**src/rtl/aram_arbiter.sv**
```systemverilog
// Audio RAM arbiter: DSP / SPC700 CPU / host loader share one single-port RAM.
// One access per cycle, host starvation guard, exclusive host lock for bulk loads.
module aram_arbiter #(
    parameter int ADDR_W        = 16,
    parameter int DATA_W        = 8,
    parameter int HOST_MAX_WAIT = 4
) (
    input  logic              clock,
    input  logic              reset,
    input  logic              dsp_req,
    input  logic [ADDR_W-1:0] dsp_addr,
    output logic              dsp_ack,
    output logic              dsp_rvalid,
    input  logic              cpu_req,
    input  logic              cpu_we,
    input  logic [ADDR_W-1:0] cpu_addr,
    input  logic [DATA_W-1:0] cpu_wdata,
    output logic              cpu_ack,
    output logic              cpu_rvalid,
    input  logic              host_req,
    input  logic              host_we,
    input  logic [ADDR_W-1:0] host_addr,
    input  logic [DATA_W-1:0] host_wdata,
    output logic              host_ack,
    output logic              host_rvalid,
    input  logic              host_lock_req,
    output logic              host_lock_ack,
    output logic [DATA_W-1:0] rdata,
    output logic [ADDR_W-1:0] ram_address,
    output logic [DATA_W-1:0] ram_data_write,
    output logic              ram_we,
    input  logic [DATA_W-1:0] ram_data_read
);

    localparam int CNT_W    = 4;
    localparam int STAGES   = 1;
    localparam int SRC_DSP  = 0;
    localparam int SRC_CPU  = 1;
    localparam int SRC_HOST = 2;

    typedef enum logic [1:0] {SHARED, DRAINING, EXCLUSIVE} lock_state_t;

    typedef struct packed {
        logic              we;
        logic [ADDR_W-1:0] addr;
        logic [DATA_W-1:0] wdata;
    } acc_t;

    lock_state_t             state, state_next;
    logic [CNT_W-1:0]        wait_cnt;
    logic [STAGES:0][2:0]    vld_pipe;   // [0]: address cycle, [STAGES]: data cycle
    logic [2:0]              grant;
    logic [2:0]              rd_new;
    acc_t                    win;
    logic                    host_starved;
    logic                    cpu_eligible;

    // Lock FSM
    always_ff @(posedge clock) begin
        if (reset) state <= SHARED;
        else       state <= state_next;
    end

    always_comb begin
        state_next = state;
        case (state)
            SHARED:    if (host_lock_req) state_next = DRAINING;
            DRAINING: begin
                if (!host_lock_req)
                    state_next = SHARED;
                else if (!vld_pipe[0][SRC_CPU] && !vld_pipe[STAGES][SRC_CPU])
                    state_next = EXCLUSIVE;
            end
            EXCLUSIVE: if (!host_lock_req) state_next = SHARED;
            default:   state_next = SHARED;
        endcase
    end

    // The CPU is shut out in the very cycle the lock is first requested.
    always_comb begin
        host_lock_ack = (state == EXCLUSIVE);
        cpu_eligible  = (state == SHARED) && !host_lock_req;
    end

    // Grant decision
    assign host_starved = (wait_cnt == CNT_W'(HOST_MAX_WAIT));

    always_comb begin
        grant = '0;
        if (!reset) begin
            if (dsp_req)                       grant[SRC_DSP]  = 1'b1;
            else if (host_req && host_starved) grant[SRC_HOST] = 1'b1;
            else if (cpu_req && cpu_eligible)  grant[SRC_CPU]  = 1'b1;
            else if (host_req)                 grant[SRC_HOST] = 1'b1;
        end
    end

    always_comb begin
        win = '{we: 1'b0, addr: dsp_addr, wdata: ram_data_write};
        if (grant[SRC_CPU])
            win = '{we: cpu_we, addr: cpu_addr, wdata: cpu_wdata};
        else if (grant[SRC_HOST])
            win = '{we: host_we, addr: host_addr, wdata: host_wdata};
    end

    assign rd_new   = grant & {3{~win.we}};
    assign dsp_ack  = grant[SRC_DSP];
    assign cpu_ack  = grant[SRC_CPU];
    assign host_ack = grant[SRC_HOST];

    // RAM command register; address and write data hold across idle cycles
    always_ff @(posedge clock) begin
        if (reset) begin
            ram_address    <= '0;
            ram_data_write <= '0;
            ram_we         <= 1'b0;
        end else begin
            ram_we <= (|grant) & win.we;
            if (|grant)
                ram_address <= win.addr;
            if ((|grant) && win.we)
                ram_data_write <= win.wdata;
        end
    end

    // Read-source pipeline; the last stage lines up with ram_data_read
    always_ff @(posedge clock) begin
        if (reset) begin
            vld_pipe <= '0;
        end else begin
            vld_pipe[0] <= rd_new;
            for (int i = 1; i <= STAGES; i++)
                vld_pipe[i] <= vld_pipe[i-1];
        end
    end

    assign dsp_rvalid  = vld_pipe[STAGES][SRC_DSP];
    assign cpu_rvalid  = vld_pipe[STAGES][SRC_CPU];
    assign host_rvalid = vld_pipe[STAGES][SRC_HOST];
    assign rdata       = ram_data_read;

    // Host starvation counter, saturating
    always_ff @(posedge clock) begin
        if (reset)
            wait_cnt <= '0;
        else if (host_req && !grant[SRC_HOST]) begin
            if (!host_starved)
                wait_cnt <= wait_cnt + 1'b1;
        end else
            wait_cnt <= '0;
    end

endmodule
```
**config.mk**
```make
export PLATFORM = sky130hd
export DESIGN_NAME = aram_arbiter
export DESIGN_NICKNAME = d
export VERILOG_FILES = /design/src/rtl/aram_arbiter.sv
export SDC_FILE = /design/constraint.sdc
export NUM_CORES = 1
export LEC_CHECK = 0
export CAP_MARGIN = 20
export CORE_MARGIN = 2
export CORE_UTILIZATION = 27
export DETAILED_ROUTE_END_ITERATION = 7
export GPL_ROUTABILITY_DRIVEN = 0
export SYNTH_ARGS = -nofsm -noshare
export SYNTH_HDL_FRONTEND = slang
export SYNTH_SLANG_ARGS = --single-unit
export TNS_END_PERCENT = 100
```
**constraint.sdc**
```tcl
create_clock -name clock -period 3.3 [get_ports clock]
set_input_delay 0.66 -clock clock [delete_from_list [all_inputs] [get_ports clock]]
set_output_delay 0.66 -clock clock [all_outputs]
set_load 0.02 [all_outputs]
```
## Word-level counts from Yosys, hierarchy flattened

Cells that the tools add are included.

| operators by class | value |
|---|---|
| muxes and demuxes | 15 |
| reductions and logical operators | 16 |
| eq/ne operators | 6 |
| add/sub/neg operators | 1 |
| bitwise gates (word level) | 4 |

Operator list:

| kind | count |
|---|---|
| $mux 25 | 2 |
| $mux 2 | 5 |
| $logic_and 1x1->1 | 6 |
| $mux 1 | 6 |
| $pmux 2 s3 | 1 |
| $add 4x1->4 const B | 1 |
| $eq 4x3->1 const B | 1 |
| $logic_not 1->1 | 4 |
| $ne 2x2->1 const B | 2 |
| $and 3x3->3 | 1 |
| $mux 3 | 1 |
| $ne 3x3->1 const B | 1 |
| $reduce_and 3->1 | 1 |
| $reduce_or 3->1 | 1 |
| $eq 2x1->1 const B | 1 |
| $eq 2x2->1 const B | 1 |
| $logic_not 2->1 | 1 |
| $not 1->1 | 2 |
| $reduce_and 2->1 | 1 |
| $reduce_bool 2->1 | 1 |
| $reduce_or 2->1 | 1 |
| $and 1x1->1 | 1 |

| storage, ports and cells | value |
|---|---|
| input port bits | 80 |
| register bits after elaboration | 37 |

## Depth between registers and ports, before layout

Gate-level depths: netlist of the first run.

| depth | value |
|---|---|
| word-level depth | 11 |
| gate-level depth with buffers | 8 |
| gate-level depth less buffers | 6 |

## Worst setup path after synthesis of the first run

Ideal clock, no wire load.

| timing path | value |
|---|---|
| path type | in2out |
| from | input host_req |
| to | output host_ack |
| data arrival time | 1.832 ns |
| stages on the path | 5 |
| path slack | 0.808 ns |
| path through | clkbuf_1 -> inv_1 -> a2111oi_2 -> buf_2 -> buf_2 |

| on the way | value |
|---|---|
| word-level cells in the longest chain between the ends | 5 |
| elaborated cells on any way between the ends | 6 |
| classes of those cells | 5 x mux; 1 x reduce/logical |

Ends and longest elaborated chain:

| item | RTL line | source |
|---|---|---|
| from (decl) | 20 | `input logic host_req,` |
| $mux 1 | 94 | `else if (host_req) grant[SRC_HOST] = 1'b1;` |
| $mux 1 | 93 | `else if (cpu_req && cpu_eligible) grant[SRC_CPU] = 1'b1;` |
| $mux 1 * | 92 | `else if (host_req && host_starved) grant[SRC_HOST] = 1'b1;` |
| $mux 2 * | 91 | `if (dsp_req) grant[SRC_DSP] = 1'b1;` |
| $mux 3 * | 90 | `if (!reset) begin` |
| to (decl) | 24 | `output logic host_ack,` |

Every way passes the cells marked *; elsewhere a longest branch is shown, timed or not.

## Worst setup path in the final report of the first run

| timing path | value |
|---|---|
| from | input reset |
| to | output dsp_ack |

| on the way | value |
|---|---|
| word-level cells in the longest chain between the ends | 1 |

Ends and longest elaborated chain:

| item | RTL line | source |
|---|---|---|
| from (decl) | 9 | `input logic reset,` |
| $mux 3 | 90 |  |
| to (decl) | 12 | `output logic dsp_ack,` |

Every way passes these cells.

==> impl_metrics.py, run 1 <==
metrics = {
    "sta": {
        "hold_violations": 0,
        "relSlewSlack": 0.551,
        "rsz0062_at_grt": "no",
        "tightestPinTransition_ps": 674,
        "drv_slew": 0,
        "clock-skew-final_ps": 5.66,
        "layout_worst_path_cycle_share": 0.914,
        "fin_ws_ps": 285,
        "fmax_mhz": 332,
        "setup_viol_count_final": 0,
        "tns_ps": 0,
        "period_needed_ps": 3020,
    },
    "grt": {
        "grt_pass1_vias": 1758,
        "overflow": 0,
        "track_usage": 0.151,
        "grt_pass1_wl_um": 8880,
        "grt_max_degree": 24,
        "grt_antenna_before_repair": 0,
    },
    "outcome": {
        "outcome": "finished, final reports clean",
    },
    "power_and_ir_drop": {
        "vdd_ir_drop_max_mv": 0.205,
        "p_seq_frac": 0.455,
        "cellPowerDensity_nw_per_um2": 353,
        "leakage_nw": 1.10,
        "combPwrFrac": 0.261,
        "swShare": 0.268,
        "p_switching_mw": 0.285,
        "clkPwrFrac": 0.284,
        "power.internal_mw": 0.776,
    },
    "floorplanning": {
        "core_region_area_um2": 6680,
        "rows": 30,
        "die_area_um2": 7490,
        "initial_core_util": 0.275,
        "ios": 120,
        "die_w_um": 86.5,
        "die_y_um": 86.5,
    },
    "logic_synthesis": {
        "syn_area_um2": 1840,
        "yosys_warnings": 0,
        "synthFlopType": "dfxtp_1",
        "synth_nets": 270,
        "synth_cells": 188,
        "yosysTopAreaCell": "dfxtp_1",
        "ys_seq_elements": 37,
        "yosysSeqAreaShare": 0.403,
        "avgSynthCellArea_um2": 9.78,
        "netlist.area_leader.share": 0.403,
        "synth_edf_count": 0,
        "synth_area_leaders": "dfxtp_1, a22o_1, a221oi_2",
        "async_flop_share": 0,
        "yosys.cell_types.count": 32,
    },
    "clocking": {
        "htreeDepth": 2,
        "cts_tree": "yes",
        "hold_buffers": 0,
        "cts_root_buf": "clkbuf_8",
        "cts_inserted_buffers": 5,
        "cts.sinks": 37,
        "worstSkewPairLatency_ps": 280,
        "cts_buffer_depth": 2,
        "path_clk_slew_ps": 70,
    },
    "detailed_routing": {
        "wl_per_cell_um": 15.2,
        "detail-route-antenna-nets": 0,
        "vias": 1746,
        "first_pass_iters": 4,
        "drcViolationCount": 0,
        "drtIter0Drc": 46,
        "routed_wirelength_um": 5530,
        "vias_per_cell": 4.78,
    },
    "setup_path": {
        "critical_path_class": "input port to output pin",
        "worstPathMaxFanout": 23,
        "critPathCaptureType": "output pin",
        "crit_arrival_ps": 2360,
        "required_ps": 2640,
        "startpoint_type": "input port",
    },
    "layout": {
        "mostFrequentLayoutCell": "clkdlybuf4s50_1",
        "fillCellCount": 658,
        "layout_common_cells": "clkdlybuf4s50_1, dfxtp_1, nor2_1, nand2_1, a22o_1",
        "syn_to_final_growth_pct": 63.5,
        "diodes": 0,
        "layout-drive-gt1-share": 0.140,
        "layout.nets": 366,
    },
    "flow_run": {
        "max_cap_violations": 0,
    },
    "placed_design": {
        "post-place-ws_ps": 55.2,
        "dp_hpwl_um": 4020,
        "io_buffers": 103,
    },
    "worst_hold_path": {
        "hold_path.class": "flop to flop",
    },
}
[synthesized netlist by cell type (all sizes together) (2+ instances only)]
cell type	n
xnor2	2
dfxtp	37
a21oi	6
nand2	19
buf	15
a2111oi	2
a211oi	16
a221oi	16
inv	4
a22o	16
nor2	20
or3	2
nor2b	11
clkbuf	8
ha	2
nor3	2
[power by group through the flow]
stage	Sequential [mW]	Clock, mW	Combinational (mW)
after floorplan	0.516	0	0.110
after global placement	0.492	0	0.276
after detailed placement	0.493	0	0.278
after CTS	0.483	0.313	0.280
after global routing	0.485	0.329	0.297
final	0.483	0.302	0.277
[flip-flops by register name, indices dropped and copies added (netlist names)]
register and cells:
ram_address 16, dsp_rvalid 1, cpu_rvalid 1, wait_cnt 4
host_rvalid 1, ram_data_write 8, state 2, ram_we 1
vld_pipe 3
[area by class of cell]
class	count	area, um^2	share of cell area
inverters	4	15.0	0.00499
multi-input cells	124	967	0.322
repair buffers	112	1100	0.366
clock inverters	2	10.0	0.00333
well taps	80	100	0.0333
clock buffers	6	72.6	0.0241
flip-flops and latches	37	741	0.246
[worst paths after layout]
| check | start | endpoint | slack (ps) | cells past startpoint |
|---|---|---|---|---|
| max | reset | dsp_ack | 280 | 4 |
| min reg2reg | vld_pipe[0] | dsp_rvalid | 440 | 1 |
| min | vld_pipe[0] | dsp_rvalid | 440 | 1 |
| max reg2reg | wait_cnt[0] | ram_data_write[7] | 1080 | 7 |
[critical path: stages]
cell             delay (ps)
clkdlybuf4s50_1         640
buf_4                   380
nor2b_1                  80
clkdlybuf4s50_1         580
[per-layer routing]
metal,wire length (um),track usage,vias to the layer above
met4,60,0.0426,0
met1,2610,0.200,796
met3,328,0.0381,6
met5,0,0,-
li1,-,-,880
met2,2540,0.245,64
[what timing repair did]
action / 4_1_cts / 5_1_grt
endpoints found under the hold margin: 0 / 0
buffers inserted: 0 / 0
endpoints found under the setup margin: 0 / 1
gates resized for setup: 0 / 1
[stage by stage]
stage	hold slack (ps)	cell area [um^2]	instances	utilization	total power [mW]
finish	441	3010	365	0.450	1.06
global route	461	3010	365	0.450	1.11
CTS	444	3000	365	0.450	1.08
detailed placement	426	2920	357	0.437	0.771
global placement	423	2920	357	0.437	0.768
floorplan	414	1840	188	-	0.627
[kinds of logic (layout without fill, tap and decap cells)]
kind of cell,after synthesis,count (layout),share of synthesized area
DFF,37,37,0.403
adders and majority gates,2,2,0.0136
AOI/OAI and AO/OA,60,60,0.333
buffers and inverters,27,124,0.0809
and+or+nand+nor,60,60,0.160
xor gates and xnor gates,2,2,0.00953
Note: power is estimated with default switching activity, not from simulation.
==> run 2, diff against run 1 <==
- SKIP_CTS_REPAIR_TIMING: unset -> 1
==> results of run 2 <==
Final layout, timing and power as in run 1 (identical DEF).
==> run 3, diff against run 2 <==
- CORE_UTILIZATION: 27 -> 35
- PLACE_DENSITY: unset -> 0.78
==> run 3 against run 2 <==
Effect of this change: die area down 22%; combinational power down 1%; worst setup slack worse by 110 ps; clock power up 7.6%; non-clock buffer count down 2; utilization up 14 points; final area about the same; flip-flop and latch count unchanged; critical endpoint is now host_ack; largest power group unchanged.
==> impl_metrics.py, run 3 (synthesis results as in run 1) <==
metrics = {
    "worst_hold_path": {
        "hold_path_depth": 1,
        "hp-start": "vld_pipe[0]",
        "hold_end": "dsp_rvalid",
        "hold_path.class": "flop to flop",
    },
    "floorplanning": {
        "rows": 26,
        "initial_core_util": 0.362,
        "die_area_um2": 5850,
        "die_y_um": 76.5,
        "ios": 120,
        "core_region_area_um2": 5070,
        "die_w_um": 76.5,
    },
    "grt": {
        "grt_pass1_wl_um": 8360,
        "grt_pass1_vias": 1768,
        "overflow": 0,
        "track_usage": 0.174,
        "grt_antenna_before_repair": 0,
        "grt_max_degree": 25,
    },
    "detailed_routing": {
        "first_pass_iters": 4,
        "drcViolationCount": 0,
        "drtIter0Drc": 52,
        "wl_per_cell_um": 14.2,
        "vias": 1754,
        "vias_per_cell": 4.97,
        "routed_wirelength_um": 5000,
        "detail-route-antenna-nets": 0,
    },
    "clocking": {
        "cts_inserted_buffers": 5,
        "path_clk_slew_ps": 70,
        "cts_tree": "yes",
        "cts_root_buf": "clkbuf_8",
        "htreeDepth": 2,
        "cts.sinks": 37,
        "cts_buffer_depth": 2,
        "worstSkewPairLatency_ps": 280,
    },
    "sta": {
        "rsz0062_at_grt": "no",
        "tightestPinTransition_ps": 616,
        "setup_viol_count_final": 0,
        "clock-skew-final_ps": 5.07,
        "fmax_mhz": 320,
        "relSlewSlack": 0.589,
        "hold_violations": 0,
        "layout_worst_path_cycle_share": 0.946,
        "drv_slew": 0,
        "period_needed_ps": 3120,
        "tns_ps": 0,
    },
    "setup_path": {
        "r2r-start": "wait_cnt[0]",
        "critical_path_class": "input port to output pin",
        "reg2reg_to": "ram_address[8]",
        "required_ps": 2640,
        "reg2reg_depth": 7,
        "startpoint_type": "input port",
        "reg2reg_slack_ps": 1130,
        "critPathCaptureType": "output pin",
        "crit_arrival_ps": 2460,
        "worstPathMaxFanout": 6,
    },
    "layout": {
        "layout-drive-gt1-share": 0.138,
        "mostFrequentLayoutCell": "clkdlybuf4s50_1",
        "largestRegisters": "ram_address (16), ram_data_write (8), wait_cnt (4)",
        "syn_to_final_growth_pct": 63.4,
        "fillCellCount": 453,
        "largest_register_ffs": 16,
        "regMostFlops": "ram_address",
        "diodes": 0,
        "final_cells": 353,
        "layout_common_cells": "clkdlybuf4s50_1, dfxtp_1, nor2_1, nand2_1, a22o_1",
        "layout.nets": 364,
    },
    "power_and_ir_drop": {
        "total_power_mw": 1.08,
        "power.internal_mw": 0.799,
        "vdd_ir_drop_max_mv": 0.232,
        "combPwrFrac": 0.252,
        "p_switching_mw": 0.282,
        "swShare": 0.261,
        "leakage_nw": 1.10,
        "cellPowerDensity_nw_per_um2": 360,
        "clkPwrFrac": 0.301,
        "p_seq_frac": 0.446,
    },
    "flow_run": {
        "max_cap_violations": 0,
    },
    "placed_design": {
        "placed_cells": 345,
        "dp_hpwl_um": 3830,
        "io_buffers": 103,
    },
    "outcome": {
        "outcome": "finished, final reports clean",
    },
}
-- run 3: area by class of cell --
class                      count  area, um^2  area share
timing repair buffer         110        1100       0.366
sequential                    37         741       0.246
multi-input combinational    124         967       0.322
tap                           70        87.6      0.0291
clock inverter                 2        13.8     0.00458
clock buffer                   6        82.6      0.0275
inverter                       4        15.0     0.00500
-- run 3: per-layer routing --
metal | up-vias | part of all wire | GRT usage
met5 | - | 0 | 0
met3 | 6 | 0.064 | 0.0604
met2 | 65 | 0.50 | 0.296
met4 | 0 | 0.014 | 0.0455
met1 | 807 | 0.43 | 0.210
li1 | 876 | - | -
-- run 3: power groups by stage --
stage / combinational, mW / clock [mW] / sequential, mW
2_1_floorplan: 0.110 / 0 / 0.516
3_3_place_gp: 0.272 / 0 / 0.492
3_5_place_dp: 0.275 / 0 / 0.492
4_1_cts: 0.276 / 0.341 / 0.482
5_1_grt: 0.292 / 0.356 / 0.485
6_report: 0.273 / 0.325 / 0.482
-- run 3: metrics by stage --
| stage | hold WS [ps] | worst slack (ps) | utilization | area (um^2) |
|---|---|---|---|---|
| CTS | 446 | 9.82 | 0.592 | 3000 |
| detailed placement | 427 | 26.5 | 0.573 | 2910 |
| finish | 441 | 177 | 0.592 | 3010 |
| floorplan | 414 | 808 | - | 1840 |
| global placement | 422 | 16.6 | 0.573 | 2910 |
| global route | 458 | 76.6 | 0.592 | 3010 |
-- run 3: critical path: stages --
cell and delay [ps]:
clkdlybuf4s50_1 650, inv_1 150, a2111oi_4 310, clkdlybuf4s50_1 690
-- run 3: worst max path at each step --
stage,to,cells past startpoint,startpoint,slack [ps]
after global routing,host_ack,4,host_req,80
after global placement,cpu_ack,4,cpu_req,20
final,host_ack,4,host_req,180
after CTS,cpu_ack,4,cpu_req,10
after detailed placement,cpu_ack,4,cpu_req,30
after floorplan,host_ack,5,host_req,810
